<file path="src/rtl/core_bus_arbiter.sv">
// Two-master, one-slave arbiter for the cyc/stb/we/ack core bus.
// Grants are held for a whole cyc tenure; ties go round-robin; a watchdog errors stalled slaves.
module core_bus_arbiter #(
  parameter int BUS_WIDTH      = 32,
  parameter int TIMEOUT_CYCLES = 255
) (
  input  logic                 clk,
  input  logic                 rst_n,
  input  logic                 m0_cyc_i,
  input  logic                 m0_stb_i,
  input  logic                 m0_we_i,
  input  logic [BUS_WIDTH-1:0] m0_addr_i,
  input  logic [BUS_WIDTH-1:0] m0_data_i,
  output logic [BUS_WIDTH-1:0] m0_data_o,
  output logic                 m0_ack_o,
  output logic                 m0_err_o,
  input  logic                 m1_cyc_i,
  input  logic                 m1_stb_i,
  input  logic                 m1_we_i,
  input  logic [BUS_WIDTH-1:0] m1_addr_i,
  input  logic [BUS_WIDTH-1:0] m1_data_i,
  output logic [BUS_WIDTH-1:0] m1_data_o,
  output logic                 m1_ack_o,
  output logic                 m1_err_o,
  output logic                 s_cyc_o,
  output logic                 s_stb_o,
  output logic                 s_we_o,
  output logic [BUS_WIDTH-1:0] s_addr_o,
  output logic [BUS_WIDTH-1:0] s_data_o,
  input  logic [BUS_WIDTH-1:0] s_data_i,
  input  logic                 s_ack_i,
  output logic [1:0]           gnt_o
);

  // Owner is kept one-hot so it doubles as the registered gnt_o.
  localparam logic [1:0] OWN_NONE = 2'b00;
  localparam logic [1:0] OWN_M0   = 2'b01;
  localparam logic [1:0] OWN_M1   = 2'b10;

  localparam int WD_W      = (TIMEOUT_CYCLES > 0) ? $clog2(TIMEOUT_CYCLES + 1) : 1;
  localparam int WD_LAST_I = (TIMEOUT_CYCLES > 0) ? TIMEOUT_CYCLES - 1 : 0;
  localparam logic [WD_W-1:0] WD_LAST = WD_LAST_I[WD_W-1:0];

  logic [1:0]           owner_reg, owner_next;
  logic                 last_reg, last_next;
  logic [WD_W-1:0]      wd_reg, wd_next;
  logic                 own_cyc, own_stb, own_we;
  logic [BUS_WIDTH-1:0] own_addr, own_data;
  logic                 timeout;
  logic                 ack_hit;

  always_ff @(posedge clk or negedge rst_n) begin
    if (!rst_n) begin
      owner_reg <= OWN_NONE;
      last_reg  <= 1'b1;
      wd_reg    <= '0;
    end else begin
      owner_reg <= owner_next;
      last_reg  <= last_next;
      wd_reg    <= wd_next;
    end
  end

  always_comb begin
    own_cyc  = 1'b0;
    own_stb  = 1'b0;
    own_we   = 1'b0;
    own_addr = '0;
    own_data = '0;
    case (owner_reg)
      OWN_M0: begin
        own_cyc  = m0_cyc_i;
        own_stb  = m0_stb_i;
        own_we   = m0_we_i;
        own_addr = m0_addr_i;
        own_data = m0_data_i;
      end
      OWN_M1: begin
        own_cyc  = m1_cyc_i;
        own_stb  = m1_stb_i;
        own_we   = m1_we_i;
        own_addr = m1_addr_i;
        own_data = m1_data_i;
      end
      default: ;
    endcase
  end

  // An ack in the same cycle always beats the watchdog.
  assign timeout = (TIMEOUT_CYCLES > 0) && own_cyc && own_stb && !s_ack_i && (wd_reg == WD_LAST);

  always_comb begin
    owner_next = owner_reg;
    last_next  = last_reg;
    if (owner_reg == OWN_NONE || !own_cyc) begin
      if (m0_cyc_i && m1_cyc_i) begin
        owner_next = last_reg ? OWN_M0 : OWN_M1;
        last_next  = ~last_reg;
      end else if (m0_cyc_i) begin
        owner_next = OWN_M0;
        last_next  = 1'b0;
      end else if (m1_cyc_i) begin
        owner_next = OWN_M1;
        last_next  = 1'b1;
      end else begin
        owner_next = OWN_NONE;
      end
    end

    if (owner_next != owner_reg || !(own_cyc && own_stb) || s_ack_i || timeout)
      wd_next = '0;
    else
      wd_next = wd_reg + 1'b1;
  end

  assign ack_hit = s_ack_i && own_cyc && own_stb;

  always_comb begin
    gnt_o     = owner_reg;
    s_cyc_o   = own_cyc;
    s_stb_o   = own_stb && !timeout;
    s_we_o    = own_we;
    s_addr_o  = own_addr;
    s_data_o  = own_data;
    m0_ack_o  = (owner_reg == OWN_M0) && ack_hit;
    m1_ack_o  = (owner_reg == OWN_M1) && ack_hit;
    m0_err_o  = (owner_reg == OWN_M0) && timeout;
    m1_err_o  = (owner_reg == OWN_M1) && timeout;
    // Read data is shared; held at zero while reset is asserted.
    m0_data_o = rst_n ? s_data_i : '0;
    m1_data_o = rst_n ? s_data_i : '0;
  end

endmodule

</file>
<file path="config.mk">
export PLATFORM = sky130hd
export DESIGN_NAME = core_bus_arbiter
export DESIGN_NICKNAME = d
export VERILOG_FILES = /design/src/rtl/core_bus_arbiter.sv
export SDC_FILE = /design/constraint.sdc
export NUM_CORES = 1
export LEC_CHECK = 0
export ABC_CLOCK_PERIOD_IN_PS = 4000
export BUFFER_PORTS_ARGS = -buffer_cell sky130_fd_sc_hd__buf_2
export CAP_MARGIN = 20
export CORE_AREA = 8 8 114 116
export DETAILED_ROUTE_END_ITERATION = 7
export DIE_AREA = 0 0 122 124
export GPL_ROUTABILITY_DRIVEN = 1
export HOLD_SLACK_MARGIN = 0.05
export PLACE_DENSITY_LB_ADDON = 0.2
export SYNTH_ARGS = -nofsm -noshare
export SYNTH_HDL_FRONTEND = slang
export SYNTH_SLANG_ARGS = --single-unit
</file>
<file path="constraint.sdc">
create_clock -name clk -period 4 [get_ports clk]
set_clock_uncertainty 0.1 [all_clocks]
set_input_delay 0.6 -clock clk [delete_from_list [all_inputs] [get_ports clk]]
set_output_delay 0.6 -clock clk [all_outputs]
set_load 0.05 [all_outputs]
</file>
==> metrics <==
Seq/Total Area, Yosys 0.128; status completed; Hold WS 0.278 ns; I/O Buffers 305; CTS buffer count 3; DRC violations left 0; initial antenna violation count 1; internal power 654 uW; Yosys Warn Count 0; VDD IR max 0.000244 V; max FFs per register 8; Layout area overhead 67.4%; Flop pwr share 0.076; Final min period about 3.1 ns; cts repair resizes 0; fin. max-slew vios 0; CTS Buffer Depth 2; WL final 11,500 um; Yosys reg bits 11; FF-to-FF setup slack 1.64 ns; Final Net Count slightly above 700; Clock Power Share 0.108; Placer Congestion 0.841; Synth Net Count 465; clock-pin slew on the worst setup and hold paths 0.04 ns; R2R depth 6; Root Driver clkbuf_16; max_slew headroom 0.587; gr usage total 0.133; fin crit share 0.779; I/O Pins 306; top cells by area, synth a22oi_1, nor2b_1, dfrtp_1, buf_4, and2_1; post-synth cell types 31; Clock Latency Late Sink 0.24 ns; reg-to-reg endpoint last_reg; Synth top area share 0.226; Psw 1080 uW; Post-DRT Antenna Nets 0; Die Y 124 um; largest net degree at the start of global routing 52; Fmax 321 MHz; Vias/cell between 4 and 5; critical path arrival 2.42 ns; die area 0.0151 mm^2; Hold Crit Class in -> async; CP max FO 49; Horiz. Die Dim 122 um; Initial Util 0.193; post-CTS setup buffers 0; Post-Syn Area per Cell roughly 7.4 um^2; total power divided by cell area 480 mW/mm^2; Core ar. 0.0112 mm^2; vias 3,002; Leak 0.00201 uW; GRT overflow 0; Worst R2R Start gnt_o[0]; Setup Crit Path Kind reg -> out; Comb power frac 0.816; number of hold violations in the final report 0; RSZ-0062 raised after global routing no; vias in the first global route between 2,000 and 3,000; worst-margin pin slew 0.620 ns; Post-synth EDFFs 0; Cell Rows 39; switching share of power 0.623; clk sinks 11; area leader, netlist a22oi_1; FILL cells 1,236; drt pass-1 iters 4; Worst setup EP type primary output; CTS H-Tree Depth 1; share of cells above drive strength 1 0.596; Post-CTS Hold Buffers 0; Startpoint Class flop; Total Power roughly 1700 uW; synthesized instance count 291; mean routed wirelength per cell approximately 17 um; Max Cap Viol 0; Inserted Diodes 0; list of most frequent post-synthesis cells a22oi_1, nor2b_1, and2_1, buf_4, clkbuf_1; ys flop type dfrtp_1; share of synthesized registers carrying an async set or reset 1.00; Worst EP required 3.30 ns; final setup fails 0; CTS tree done; first-pass GRT wire length 16,100 um; post-DP HPWL 9690 um; Mapped Area between 0.002 and 0.0025 mm^2; Fin Setup TNS 0 ns; initial DRC count 111
==> cell type report <==
cell class	count	area [um^2]	share of cell area
timing repair buffer	308	1550	0.429
inverter	5	18.8	0.00519
clock buffer	4	78.8	0.0218
multi-input combinational	217	1510	0.418
tap	143	179	0.0495
sequential	11	277	0.0765
==> routing by layer <==
layer	vias to the layer above	GRT usage	wire length [um]
met5	-	0	13
met1	1376	0.150	4220
met3	11	0.0462	1100
met4	2	0.0386	153
li1	1490	-	-
met2	123	0.232	6010
==> through the flow <==
step | area [um^2] | setup slack (ns) | instances | util
6_report | 3610 | 0.884 | 688 | 0.323
5_1_grt | 3610 | 0.683 | 688 | 0.323
4_1_cts | 3610 | 0.883 | 688 | 0.323
3_5_place_dp | 3530 | 1.16 | 684 | 0.316
3_3_place_gp | 3530 | 1.21 | 684 | 0.316
2_1_floorplan | 2160 | 0.699 | 291 | -
==> critical path: stages (launching register included) <==
cell and delay, ns:
dfrtp_1 0.43, inv_1 0.13, ha_2 0.45, buf_4 0.52, a22oi_1 0.17, nor2b_1 0.17
buf_2 0.28
==> power groups by stage <==
| stage | sequential (uW) | combinational [uW] | clock, uW |
|---|---|---|---|
| floorplan | 148 | 1090 | 0 |
| global placement | 132 | 1420 | 0 |
| detailed placement | 134 | 1430 | 0 |
| CTS | 132 | 1430 | 191 |
| global route | 134 | 1500 | 195 |
| finish | 132 | 1420 | 187 |
==> layout by cell type (no fill, tap or decap), types with 2 or more instances in the layout <==
cell	instances
and3_1	5
dfrtp_1	10
o21ai_0	4
buf_2	305
nand2_1	8
a22oi_1	65
nor3_1	4
xor2_1	3
clkbuf_16	3
buf_4	3
nor3_2	6
xnor2_1	3
nor2b_1	65
and2_1	32
inv_1	5
nand3_1	4
nor2_1	2
ha_1	3
ha_2	2
==> kinds of logic (layout without fill, tap and decap cells) <==
| family | count (synthesis) | after routing | share of synthesized area |
|---|---|---|---|
| AND/OR/NAND/NOR | 131 | 131 | 0.379 |
| AO/OA/AOI/OAI | 75 | 75 | 0.266 |
| buffers and inverters | 63 | 317 | 0.174 |
| flip-flops | 11 | 11 | 0.128 |
| XOR/XNOR | 6 | 6 | 0.0244 |
| adder cells (fa/ha/maj) | 5 | 5 | 0.0290 |
==> worst max path at each step <==
stage,from,to,slack [ns]
6_report,gnt_o[0],s_addr_o[3],0.88
5_1_grt,gnt_o[0],s_addr_o[11],0.68
4_1_cts,gnt_o[0],s_addr_o[13],0.88
3_5_place_dp,gnt_o[0],s_addr_o[13],1.16
3_3_place_gp,gnt_o[0],s_addr_o[13],1.21
2_1_floorplan,gnt_o[0],s_stb_o,0.70
Power figures use the tool's default switching activity.
